File: config.mk
export PLATFORM = sky130hd
export DESIGN_NAME = uart_rx_ctrl
export DESIGN_NICKNAME = d
export VERILOG_FILES = /design/src/rtl/uart_rx_pkg.sv /design/src/rtl/uart_rx_sampler.sv /design/src/rtl/uart_rx_ctrl.sv
export SDC_FILE = /design/constraint.sdc
export NUM_CORES = 1
export LEC_CHECK = 0
export CORE_MARGIN = 2
export CORE_UTILIZATION = 63
export CTS_BUF_LIST = sky130_fd_sc_hd__clkbuf_16
export DETAILED_ROUTE_END_ITERATION = 6
export DONT_BUFFER_PORTS = 1
export PLACE_DENSITY_LB_ADDON = 0.2
export SYNTH_ARGS = -nofsm -noshare
export SYNTH_HDL_FRONTEND = slang
export SYNTH_SLANG_ARGS = --single-unit
File: constraint.sdc
create_clock -name CLK -period 2.4 [get_ports CLK]
set_input_delay 0.24 -clock CLK [delete_from_list [all_inputs] [get_ports CLK]]
set_output_delay 0.24 -clock CLK [all_outputs]
set_load 0.01 [all_outputs]
File: src/rtl/uart_rx_pkg.sv
// uart_rx_pkg: shared states, parity constants and sampling offsets for the UART RX path
package uart_rx_pkg;
    typedef enum logic [2:0] {IDLE, START, DATA, PARITY, STOP} rx_state_e;
    localparam logic PAR_EVEN = 1'b0;
    localparam logic PAR_ODD = 1'b1;
    localparam int SMP_EARLY = -1;
    localparam int SMP_MID = 0;
    localparam int SMP_LATE = 1;
    function automatic logic maj3(input logic [2:0] v);
        return (v[0] & v[1]) | (v[0] & v[2]) | (v[1] & v[2]);
    endfunction
endpackage

File: src/rtl/uart_rx_sampler.sv
// uart_rx_sampler: three-tap capture around mid-bit plus 2-of-3 majority vote
module uart_rx_sampler import uart_rx_pkg::*; (
    input  logic       CLK,
    input  logic       RST,
    input  logic       rx_i,
    input  logic [5:0] edge_cnt_i,
    input  logic [5:0] prescale_i,
    output logic       bit_o
);
    logic [5:0] half;
    logic [2:0] tap_q;
    assign half = prescale_i >> 1;
    // Capture the line one cycle before, at and after the bit centre
    always_ff @(posedge CLK or negedge RST) begin
        if (!RST) begin
            tap_q <= '0;
        end else begin
            if (edge_cnt_i == 6'(int'(half) + SMP_EARLY)) tap_q[0] <= rx_i;
            if (edge_cnt_i == 6'(int'(half) + SMP_MID)) tap_q[1] <= rx_i;
            if (edge_cnt_i == 6'(int'(half) + SMP_LATE)) tap_q[2] <= rx_i;
        end
    end
    assign bit_o = maj3(tap_q);
endmodule

File: src/rtl/uart_rx_ctrl.sv
// uart_rx_ctrl: start detection, bit timing, deserialization and parity/stop checking
module uart_rx_ctrl import uart_rx_pkg::*; #(
    parameter int DATA_WIDTH = 8
) (
    input  logic                  CLK,
    input  logic                  RST,
    input  logic                  RX_IN,
    input  logic [5:0]            Prescale,
    input  logic                  PAR_EN,
    input  logic                  PAR_TYP,
    output logic [DATA_WIDTH-1:0] P_DATA,
    output logic                  data_valid,
    output logic                  par_err,
    output logic                  stp_err
);
    rx_state_e             state_q, state_d;
    logic [5:0]            edge_q, edge_d;
    logic [3:0]            bit_q, bit_d;
    logic [DATA_WIDTH-1:0] shift_q, shift_d, data_q, data_d;
    logic                  par_en_q, par_en_d, par_typ_q, par_typ_d;
    logic                  par_err_q, par_err_d, stp_err_q, stp_err_d;
    logic                  valid_q, valid_d;
    logic                  smp, bit_end, cnt_en;

    uart_rx_sampler u_sampler (
        .CLK        (CLK),
        .RST        (RST),
        .rx_i       (RX_IN),
        .edge_cnt_i (edge_q),
        .prescale_i (Prescale),
        .bit_o      (smp)
    );

    assign cnt_en = (state_q != IDLE) || !RX_IN;
    assign bit_end = edge_q == Prescale - 6'd1;

    // Frame sequencing, shifting and error/result capture at each bit end
    always_comb begin
        state_d = state_q;
        shift_d = shift_q;
        data_d = data_q;
        valid_d = 1'b0;
        par_en_d = par_en_q;
        par_typ_d = par_typ_q;
        par_err_d = par_err_q;
        stp_err_d = stp_err_q;
        case (state_q)
            IDLE: if (!RX_IN) begin
                state_d = START;
                par_en_d = PAR_EN;
                par_typ_d = PAR_TYP;
                par_err_d = 1'b0;
                stp_err_d = 1'b0;
            end
            START: if (bit_end) state_d = smp ? IDLE : DATA;
            DATA: if (bit_end) begin
                shift_d = {smp, shift_q[DATA_WIDTH-1:1]};
                if (bit_q == 4'(DATA_WIDTH)) state_d = par_en_q ? PARITY : STOP;
            end
            PARITY: if (bit_end) begin
                par_err_d = smp != ((^shift_q) ^ (par_typ_q == PAR_ODD));
                state_d = STOP;
            end
            STOP: if (bit_end) begin
                stp_err_d = !smp;
                state_d = IDLE;
                if (smp && !par_err_q) begin
                    data_d = shift_q;
                    valid_d = 1'b1;
                end
            end
            default: state_d = IDLE;
        endcase
    end

    // Edge/bit counters; both clear whenever the frame is not running or is ending
    always_comb begin
        edge_d = '0;
        bit_d = '0;
        if (cnt_en && !(bit_end && state_d == IDLE)) begin
            edge_d = bit_end ? 6'd0 : edge_q + 6'd1;
            bit_d = bit_end ? bit_q + 4'd1 : bit_q;
        end
    end

    // State register with asynchronous active-low reset
    always_ff @(posedge CLK or negedge RST) begin
        if (!RST) begin
            state_q <= IDLE;
            edge_q <= '0;
            bit_q <= '0;
            shift_q <= '0;
            data_q <= '0;
            valid_q <= 1'b0;
            par_en_q <= 1'b0;
            par_typ_q <= 1'b0;
            par_err_q <= 1'b0;
            stp_err_q <= 1'b0;
        end else begin
            state_q <= state_d;
            edge_q <= edge_d;
            bit_q <= bit_d;
            shift_q <= shift_d;
            data_q <= data_d;
            valid_q <= valid_d;
            par_en_q <= par_en_d;
            par_typ_q <= par_typ_d;
            par_err_q <= par_err_d;
            stp_err_q <= stp_err_d;
        end
    end

    assign P_DATA = data_q;
    assign data_valid = valid_q;
    assign par_err = par_err_q;
    assign stp_err = stp_err_q;
endmodule

* Word level (Yosys, flattened, before mapping)
Index checks and enable logic that the tools add are counted.
W data, S select, Z words.
** Word-level totals
- Register bits after elaboration :: 37
- Bits of input ports :: 11
- Output and inout port bits :: 11
- Word-level logic and storage cells :: 79
** Operators by class
- $add $sub $neg :: 5
- Eq/ne operators :: 14
- Muxes and demuxes :: 21
- Bitwise logic cells :: 7
- Reduce and logical (&&, ||, !) cells :: 19
** Operators by type and width (number)
- $mux W3 :: 7
- $eq A6 B6 Y1 :: 3
- $pmux W3 S5 :: 1
- $add A6 B1 Y6 const B :: 2
- $mux W6 :: 2
- $reduce_and A3 Y1 :: 3
- $mux W4 :: 2
- $ne A2 B2 Y1 const B :: 4
- $reduce_xor A8 Y1 :: 1
- $add A5 B1 Y6 const B :: 1
- $eq A3 B2 Y1 const B :: 2
- $eq A6 B5 Y1 :: 1
- $logic_not A3 Y1 :: 2
- $mux W1 :: 6
- $sub A6 B1 Y6 const B :: 1
- $add A4 B1 Y4 const B :: 1
- $eq A4 B4 Y1 const B :: 1
- $logic_not A1 Y1 :: 4
- $pmux W1 S2 :: 2
- $reduce_and A2 Y1 :: 2
- $reduce_bool A2 Y1 :: 2
- $and A1 B1 Y1 :: 3
- $eq A3 B1 Y1 const B :: 1
- $eq A3 B3 Y1 const B :: 1
- 8 further kinds :: 11

* Longest topological paths before layout
Gate-level depths: netlist of the first run.
- Depth after elaboration :: 11
- Depth in mapped cells :: 9

* Hierarchy
A second synthesis of the first run with hierarchy kept.
** Second synthesis, totals
- Cell total of the unflattened synthesis :: 213
- Area, all modules :: 2252.2 sq um
** Modules (own cells, without submodules)
- uart_rx_ctrl :: times used 1, cells an instance 163, area an instance 1823.0 sq um, sequential area each 850.8 sq um
- uart_rx_sampler :: times used 1, cells an instance 50, area an instance 429.2 sq um, sequential area each 75.1 sq um

* Least setup slack after synthesis of the first run
Ideal clock, no wire load.
- Path type :: input-to-reg
- Start :: input port Prescale[2]
- End :: register shift_q[0]
- Data arrival time :: 2092 ps
- Setup slack :: 183 ps
- Stages on the path :: 8
- Buffers on the path :: 1
- Path through :: buf_2 -> inv_1 -> ha_1 -> nor3b_4 -> a211oi_1 -> o211ai_1 -> nor4_4 -> mux2_2
** Between the ends
- Word-level cells in the longest chain between the ends :: 3
** Ends and longest elaborated chain
- start: declaration :: line uart_rx_ctrl.sv:8 : input logic [5:0] Prescale,
- $sub A6 B1 Y6 :: line uart_rx_ctrl.sv:35 : assign bit_end = edge_q == Prescale - 6'd1;
- $eq A6 B6 Y1 :: line uart_rx_ctrl.sv:35
- $reduce_and A2 Y1 (no source line)
- end signal: assignment :: line uart_rx_ctrl.sv:103 : shift_q <= shift_d;
- end: declaration :: line uart_rx_ctrl.sv:19 : logic [DATA_WIDTH-1:0] shift_q, shift_d, data_q, data_d;
No other way between the ends.
A chain may end at the register's enable or synchronous reset.

* Worst setup path in the final report of the first run
- Start :: register edge_q[5]
- End :: register data_q[4] (netlist: P_DATA[4])
** Between the ends
- Word-level cells in the longest chain between the ends :: 2
** Ends and longest elaborated chain
- start: declaration :: line uart_rx_ctrl.sv:17 : logic [5:0] edge_q, edge_d;
- start signal: assignment :: line uart_rx_ctrl.sv:101 : edge_q <= edge_d;
- $eq A6 B6 Y1 :: line uart_rx_ctrl.sv:35
- $reduce_and A3 Y1 (no source line)
- end signal: assignment :: line uart_rx_ctrl.sv:104 : data_q <= data_d;
- end: declaration :: line uart_rx_ctrl.sv:19
No other way between the ends.

==> results.md, run 1 <==
- Antenna violations before repair: 0
- Dpl cells: 256
- Post-synth EDFFs: 0
- Top FF cell, synth: dfrtp_1
- Post-CTS Resized: 0
- Die area: between 0.004 and 0.005 mm2
- Num CTS Buffers: 5
- Min Tclk post-route: approximately 2.2 ns
- Fin cells: about 270
- Clock Skew: 0.00514 ns
- Worst-Margin Slew: between 0.4 and 0.5 ns
- Most common cell after layout, fill and taps aside: dfrtp_1
- Port Buffers: 0
- Pwr per Cell Area: roughly 1100 mW/mm2
- Most frequent cells in the layout: dfrtp_1, xnor2_1, mux2_2, nand2_1, nor3_1
- Grt peak-use layer: met2
- Global-route met2 utilization: 42.6%
- Min-Delay Path Depth: 2
- Drc violations: 0
- Max-Cap Viols: 0
- Worst R2R Path Depth: 5
- Period utilisation layout: approximately 93%
- Worst-Skew Late Latency: between 0.2 and 0.3 ns
- # rows: 21
- Antenna cells: 0
- Final setup TNS: 0 ns
- Core box area: 0.00339 mm2
- Final wirelength: ~4.6 mm
- Worst EP arrival: 2.39 ns
- Yosys warning count: 0
- Worst-path clk slew: 0.06 ns
- I/O pin count: 22
- VDD IR-drop max: approximately 0.64 mV
- Top cells by area, synth: dfrtp_1, mux2_2, xnor2_1
- Status: finished clean
- FMAX: 450 MHz
- DIE WIDTH: 63.8 um
- Post-route ant nets: 0
- Cell taking the most area after synthesis: dfrtp_1
- Synth Net Count: about 240
- Total grt overflow: 0
- Syn Inst Count: between 200 and 250
- Root Driver: clkbuf_16
- Post-synthesis cell area: 0.00225 mm2
- Via count: approximately 1600
- Post-synth top area share: 41.1%
- Deepest clock path buffer count: 2
- First-pass GRT wire length: ~8.0 mm
- Starting DRC count in detailed routing: around 90
- GP Congestion: roughly 0.96
- DR vias/cell: between 6 and 7
- # nets final: ~240
- First drt pass iteration count: 4
- Critical path class: register to register
- Vias in the first global route: roughly 1700
- Largest net degree at the start of global routing: 38
- Sequential fraction of the synthesis area: about two fifths
- CTS tree: done
- DP Area: 0.00228 mm2
- Area Overhead vs Synth: 10.8%
- Die Ht: approximately 64 um
- WP data required: ~2.6 ns
- WL per Instance: about 17 um
- Fillcell total: between 200 and 250
- Synth cell types: 48
- GRT Resource Usage Total: 25.3%
- Final Hold Fails: 0
- Layout cells sized above 1: ~16%
- Leak: approximately 1.1 nW
- Endpoints failing setup: 0
- Starting Density: about two thirds
- HP Class: input pin to register
- Detailed Place HPWL: ~3.3 mm
- Worst Setup End Kind: register
- GR Util met3: approximately 7.2%
- Startpoint Class: register
- TritonCTS Sinks: 37
- Final slew viol count: 0
- Ys async rst share: 100%
- Flops & latches, synth: 37
- Crit path max fanout: 8
- Worst hold slack: approximately 0.063 ns
- Grt met1 use: a little under a third
- Slew headroom: 71.9%
- Syn Area/Cell: around 10 um2
- RSZ-0062 raised after global routing: no
- Fin area: ~0.0025 mm2
- CTS H-tree depth: 2
## layer usage
layer,vias up,share of wire (%)
met5,-,0
met4,0,1.5
met3,8,5.3
met2,34,51
met1,825,42
li1,777,-
## synth_stat cells, drive strengths merged (2+ instances only)
| cell type | count |
|---|---|
| inv | 7 |
| xnor2 | 21 |
| ha | 7 |
| buf | 8 |
| a211oi | 2 |
| dfrtp | 37 |
| or3 | 2 |
| mux2i | 4 |
| o211ai | 3 |
| nand4 | 3 |
| xor2 | 9 |
| and3b | 2 |
| and3 | 2 |
| a21oi | 2 |
| nor2 | 13 |
| nand2b | 2 |
| nand4b | 3 |
| clkbuf | 4 |
| nor4 | 3 |
| o21ai | 3 |
| o31ai | 2 |
| mux2 | 20 |
| nand2 | 16 |
| nor3 | 15 |
| nand3 | 6 |
| nor2b | 3 |
| o211a | 2 |
## repair_timing
item                                   in CTS  in global routing
setup buffers                               0                  0
hold buffers                                2                  0
endpoints found under the hold margin      37                  0
## flip-flops by register name (all words and copies together), names as in the netlist
signal / flops
state_q: 3
P_DATA: 8
par_err: 1
shift_q: 8
stp_err: 1
par_typ_q: 1
u_sampler.tap_q: 3
bit_q: 4
edge_q: 6
data_valid: 1
par_en_q: 1
## layout make-up
| class | instances | area (um2) | share of cell area (%) |
|---|---|---|---|
| inverters | 7 | 26.3 | 1.05 |
| well taps | 46 | 57.6 | 2.30 |
| clock inverters | 3 | 65.1 | 2.61 |
| multi-input cells | 163 | 1240 | 49.8 |
| flip-flops and latches | 37 | 926 | 37.1 |
| clock buffers | 5 | 125 | 5.01 |
| repair buffers | 5 | 52.6 | 2.10 |
## worst max-delay path, cell delays in order, from the launching register on
cell and delay, ns:
dfrtp_1 0.45, nor2b_1 0.21, a211oi_1 0.31, o211a_1 0.31, and4_1 0.44, mux2_2 0.39
## final timing paths
check                          start  slack, ns            endpoint
setup / recovery           edge_q[5]       0.18           P_DATA[4]
hold / removal                PAR_EN       0.06            par_en_q
setup reg to reg           edge_q[5]       0.18           P_DATA[4]
hold reg to reg            par_typ_q       0.52           par_typ_q
max in group asynchronous        RST       1.79  u_sampler.tap_q[1]
min in group asynchronous        RST       0.41             par_err
## cell families (layout without fill, tap and decap cells)
group                      Yosys count  after routing  share of synthesized area, %
adders and majority gates            8              8                          4.33
and+or+nand+nor                     76             76                          18.9
buffers and inverters               19             20                          3.66
DFF                                 37             37                          41.1
AOI/OAI and AO/OA                   25             25                          8.61
muxes                               24             24                          11.8
xor gates and xnor gates            30             30                          11.7
## where the power goes
group          leakage (nW)  switching, W  internal, W  total [W]
sequential            0.491      0.000205     0.000755   0.000960
combinational         0.544      0.000448     0.000383   0.000831
clock                0.0938      0.000248     0.000593   0.000841
total                  1.13      0.000901      0.00173    0.00263
## metrics by stage
step | worst slack (ns) | utilization [%] | power [W]
2_1_floorplan | 0.183 | - | 0.00158
3_3_place_gp | 0.219 | 67.2 | 0.00171
3_5_place_dp | 0.100 | 67.2 | 0.00176
4_1_cts | 0.195 | 73.7 | 0.00263
5_1_grt | 0.0500 | 73.7 | 0.00279
6_report | 0.178 | 73.7 | 0.00263
(Power assumes the default switching activity.)
==> run 2, diff against run 1 <==
--- a/config.mk
+++ b/config.mk
@@ -5,12 +5,13 @@
 export SDC_FILE = /design/constraint.sdc
 export NUM_CORES = 1
 export LEC_CHECK = 0
+export CORE_ASPECT_RATIO = 0.75
 export CORE_MARGIN = 2
 export CORE_UTILIZATION = 63
 export CTS_BUF_LIST = sky130_fd_sc_hd__clkbuf_16
 export DETAILED_ROUTE_END_ITERATION = 6
 export DONT_BUFFER_PORTS = 1
-export PLACE_DENSITY_LB_ADDON = 0.2
+export PLACE_DENSITY = 0.88
 export SYNTH_ARGS = -nofsm -noshare
 export SYNTH_HDL_FRONTEND = slang
 export SYNTH_SLANG_ARGS = --single-unit
==> results.md, run 2 (synthesized netlist as in run 1, its figures left out) <==
- Post-route ant nets: 0
- Fillcell total: around 210
- Most common cell after layout, fill and taps aside: dfrtp_1
- Worst-Margin Slew: 0.405 ns
- Worst-path clk slew: 0.06 ns
- Num CTS Buffers: 5
- RR Startpoint: edge_q[5]
- HP Class: input pin to register
- Crit path max fanout: 8
- Most frequent cells in the layout: dfrtp_1, xnor2_1, mux2_2, nand2_1, nor3_1
- Root Driver: clkbuf_16
- Antenna violations before repair: 0
- Starting DRC count in detailed routing: roughly 180
- Worst-Skew Late Latency: 0.28 ns
- Final setup TNS: 0 ns
- Multi-input logic area: around 0.0012 mm2
- Clock Skew: about 0.0072 ns
- Vias in the first global route: between 1500 and 2000
- Die area: 0.00408 mm2
- Status: finished clean
- Final wirelength: 4.61 mm
- DR vias/cell: about 6.4
- R2R setup slack: between 0.2 and 0.25 ns
- Port Buffers: 0
- Final Hold Fails: 0
- Core box area: 0.00336 mm2
- Sequential power share: about two fifths
- Startpoint Class: register
- GP Congestion: ~0.84
- Largest net degree at the start of global routing: 38
- Pwr per Cell Area: between 900 and 1000 mW/mm2
- GRT Resource Usage Total: 24.8%
- DIE WIDTH: approximately 73 um
- VDD IR-drop max: approximately 0.66 mV
- Crit-path cells: nor2b_1 > a211oi_1 > o211a_1 > and4_1 > mux2_2
- First-pass GRT wire length: 7.89 mm
- I/O pin count: 22
- Switching Fraction: between 30% and 40%
- Critical path class: register to register
- Deepest clock path buffer count: 2
- Register area: roughly 930 um2
- Starting Density: ~67%
- # rows: 18
- Via count: roughly 1700
- Worst EP arrival: between 2 and 2.5 ns
- Final slew viol count: 0
- Max-Cap Viols: 0
- Antenna cells: 0
- Layout cells sized above 1: 16.3%
- First drt pass iteration count: 4
- Period utilisation layout: 90.1%
- Worst R2R Path Depth: 5
- Die Ht: between 50 and 60 um
- Clk pwr share: around a quarter
- Endpoints failing setup: 0
- DP Area: 0.00228 mm2
- CP Capture Point: P_DATA[0]
- FMAX: between 400 and 500 MHz
- Total grt overflow: 0
- WL per Instance: 17.7 um
- Combinational power share: 35.5%
- Crit Reg-Reg Endpoint: P_DATA[0]
- Crit path launch: edge_q[5]
- Drc violations: 0
- Detailed Place HPWL: between 3 and 4 mm
- RSZ-0062 raised after global routing: no
- Slew headroom: 72.8%
- # nets final: approximately 240
- WP data required: between 2 and 3 ns
- Slowest CP cell: dfrtp_1
- Leak: about 1.1 nW
- Area Overhead vs Synth: 8.72%
- Min Tclk post-route: between 2 and 2.5 ns
- CTS H-tree depth: 2
- Crit-path max cell delay: about 0.46 ns
- TritonCTS Sinks: 37
- Worst Setup End Kind: register
- CTS tree: done
- Fin area: approximately 0.0024 mm2
- Internal power: around 0.0015 W
- Psw: 0.000885 W
run 2: changes by cell type in the layout (fill, tap and decap cells not counted):
cell and change:
buf_4 +1, bufinv_16 -2, clkinvlp_4 +1, clkinv_2 +1
run 2: critical path: cells and delay by family (launching register included):
kind	cells	cell delay, ns
AO/OA/AOI/OAI	2	0.53
flip-flops	1	0.46
multiplexers	1	0.39
AND/OR/NAND/NOR	2	0.65
run 2: final cells by class:
type	instances	area share, %
multi-input combinational	163	50.8
inverter	7	1.07
clock inverter	3	0.715
tap	40	2.04
timing repair buffer	6	2.45
clock buffer	5	5.11
sequential	37	37.8
run 2: through the flow:
step	total power, W	std cells	utilization, %	worst slack, ns	hold WS [ns]
detailed placement	0.00177	251	67.9	0.155	-0.0550
global placement	0.00173	251	67.9	0.177	-0.0550
global route	0.00257	261	73.0	0.132	0.0746
floorplan	0.00158	219	-	0.183	-0.0556
finish	0.00241	261	73.0	0.237	0.0825
CTS	0.00241	261	73.0	0.244	0.0827
run 2: worst min path at each step:
stage | start | endpoint | cells past startpoint
after CTS | PAR_EN | par_en_q | 2
after global routing | PAR_EN | par_en_q | 2
after floorplan | RST | P_DATA[0] | 0
after detailed placement | RST | P_DATA[2] | 0
after global placement | RST | P_DATA[2] | 0
final | PAR_EN | par_en_q | 2
run 2: timing repair:
action	in CTS	in global routing
gates resized for setup	0	0
setup buffers	0	0
endpoints found under the hold margin	37	0
hold buffers	2	0
run 2: per-layer routing:
metal / track usage [%] / wire (um) / vias to the layer above
met5: 0 / 0 / -
met4: 7.14 / 63 / 0
met3: 9.06 / 369 / 8
met2: 33.1 / 2040 / 64
met1: 37.2 / 2140 / 825
li1: - / - / 782
run 2: power groups by stage:
stage / clock [W] / sequential [W] / combinational (W)
2_1_floorplan: 0 / 0.000868 / 0.000717
3_3_place_gp: 0 / 0.000940 / 0.000788
3_5_place_dp: 0 / 0.000945 / 0.000822
4_1_cts: 0.000626 / 0.000936 / 0.000849
5_1_grt: 0.000660 / 0.000964 / 0.000946
6_report: 0.000620 / 0.000937 / 0.000856
==> run 3, diff against run 2 <==
--- a/config.mk
+++ b/config.mk
@@ -7,11 +7,11 @@
 export LEC_CHECK = 0
 export CORE_ASPECT_RATIO = 0.75
 export CORE_MARGIN = 2
-export CORE_UTILIZATION = 63
+export CORE_UTILIZATION = 54
 export CTS_BUF_LIST = sky130_fd_sc_hd__clkbuf_16
 export DETAILED_ROUTE_END_ITERATION = 6
 export DONT_BUFFER_PORTS = 1
-export PLACE_DENSITY = 0.88
+export PLACE_DENSITY = 0.78
 export SYNTH_ARGS = -nofsm -noshare
 export SYNTH_HDL_FRONTEND = slang
 export SYNTH_SLANG_ARGS = --single-unit
==> results.md, run 3 (synthesized netlist as in run 1, its figures left out) <==
- GP Congestion: 0.830
- Final slew viol count: 0
- Period utilisation layout: between 80 and 90%
- Slew headroom: a little under three quarters
- Worst-path clk slew: approximately 0.050 ns
- Drc violations: 0
- Final setup TNS: 0 ns
- Combinational power share: between 30% and 40%
- First drt pass iteration count: 4
- HP Class: input pin to register
- First-pass GRT wire length: between 7 and 8 mm
- Sequential power share: between 30% and 40%
- WP data required: between 2 and 3 ns
- Leak: around 1.1 nW
- Critical path class: register to register
- Antenna violations before repair: 0
- Deepest clock path buffer count: 2
- Worst Setup End Kind: register
- Die Ht: around 60 um
- Startpoint Class: register
- Layout cells sized above 1: between 15 and 20%
- Area Overhead vs Synth: 10.5%
- I/O pin count: 22
- Worst-Margin Slew: approximately 0.43 ns
- Worst-Skew Late Latency: around 0.28 ns
- Core box area: 0.00403 mm2
- # rows: 20
- Crit-path cells: nor2b_1 > a211oi_1 > o211a_1 > and4_2 > mux2_2
- Fillcell total: roughly 320
- Final wirelength: 4.74 mm
- Num CTS Buffers: 5
- Total power: approximately 0.0025 W
- Starting DRC count in detailed routing: between 100 and 150
- Crit path max fanout: 8
- Psw: ~0.0009 W
- Slowest CP cell: dfrtp_1
- TritonCTS Sinks: 37
- DIE WIDTH: slightly below 80 um
- Switching Fraction: between 30% and 40%
- Clock Skew: ~0.0034 ns
- Root Driver: clkbuf_16
- Antenna cells: 0
- CTS tree: done
- VDD IR-drop max: just under 0.5 mV
- Internal power: 0.00163 W
- GRT Resource Usage Total: between 20 and 25%
- Pwr per Cell Area: just over 1000 mW/mm2
- FMAX: approximately 470 MHz
- Status: finished clean
- Register area: approximately 900 um2
- Setup Buffers After CTS: 0
- CTS H-tree depth: 2
- Multi-input logic area: 0.00125 mm2
- Most frequent cells in the layout: dfrtp_1, xnor2_1, mux2_2, nand2_1, nor3_1
- Via count: 1634
- Most common cell after layout, fill and taps aside: dfrtp_1
- Largest net degree at the start of global routing: 38
- Die area: 0.00471 mm2
- Endpoints failing setup: 0
- Post-route ant nets: 0
- Port Buffers: 0
- WL per Instance: roughly 17 um
- Worst EP arrival: 2.31 ns
- # nets final: about 240
- Min Tclk post-route: 2.15 ns
- RSZ-0062 raised after global routing: no
- Max-Cap Viols: 0
- Vias in the first global route: around 1600
- DR vias/cell: 5.92
- Detailed Place HPWL: about 3.4 mm
- Crit-path max cell delay: between 0.4 and 0.5 ns
- Clk pwr share: approximately 28%
- Final Hold Fails: 0
- Starting Density: a little under three fifths
- Total grt overflow: 0
==> run 3: cell types whose count changed in the layout (fill, tap and decap cells not counted) <==
cell | previous run | this run
inv_1 | 7 | 8
and4_2 | 0 | 1
bufinv_16 | 0 | 1
and4_1 | 1 | 0
clkinvlp_4 | 1 | 0
clkinv_1 | 0 | 1
clkinv_2 | 2 | 0
==> run 3: critical path: cells and delay by family, from the launching register on <==
kind,cells,cell delay [ns]
simple gates,2,0.61
compound gates,2,0.57
flops,1,0.47
mux,1,0.37
==> run 3: repair_timing <==
action / 4_1_cts / 5_1_grt
setup endpoints to repair: 0 / 8
hold buffers: 2 / 0
endpoints found under the hold margin: 37 / 0
gates resized for setup: 0 / 1
==> run 3: per-layer routing <==
| layer | vias to the layer above | GRT usage [%] | part of all wire (%) |
|---|---|---|---|
| met5 | - | 0 | 0 |
| met4 | 0 | 9.77 | 1.6 |
| met3 | 8 | 6.34 | 5.9 |
| met2 | 53 | 32.4 | 44 |
| met1 | 793 | 32.1 | 49 |
| li1 | 780 | - | - |
==> run 3: cell type report <==
cell class                 count  share of cell area, %
clock buffer                   5                   5.03
timing repair buffer           6                   2.41
inverter                       7                   1.06
clock inverter                 3                   1.51
sequential                    37                   37.2
multi-input combinational    163                   50.1
tap                           55                   2.76
==> run 3: through the flow <==
stage / utilization, % / hold WS, ns / std cells / area, um2 / worst slack (ns)
3_3_place_gp: 57.0 / -0.0550 / 266 / 2300 / 0.203
6_report: 61.8 / 0.0684 / 276 / 2490 / 0.254
5_1_grt: 61.8 / 0.0781 / 276 / 2490 / 0.135
3_5_place_dp: 57.0 / -0.0551 / 266 / 2300 / 0.0586
4_1_cts: 61.8 / 0.0652 / 276 / 2490 / 0.168
2_1_floorplan: - / -0.0556 / 219 / 2250 / 0.183
==> run 3: path summary, 6_finish.rpt <==
check / to / slack (ns) / from / cells after the start
setup / recovery: P_DATA[5] / 0.25 / edge_q[5] / 5
hold / removal: par_en_q / 0.07 / PAR_EN / 2
setup reg to reg: P_DATA[5] / 0.25 / edge_q[5] / 5
hold reg to reg: par_typ_q / 0.51 / par_typ_q / 2
max in group asynchronous: edge_q[5] / 1.78 / RST / 2
min in group asynchronous: state_q[1] / 0.43 / RST / 2
==> run 3: power groups by stage <==
stage                     combinational [W]  sequential (W)  clock, W
after floorplan                    0.000717        0.000868         0
final                              0.000867        0.000942  0.000711
after CTS                          0.000857        0.000937  0.000730
after detailed placement           0.000826        0.000949         0
after global placement             0.000802        0.000943         0
after global routing               0.000961        0.000962  0.000753
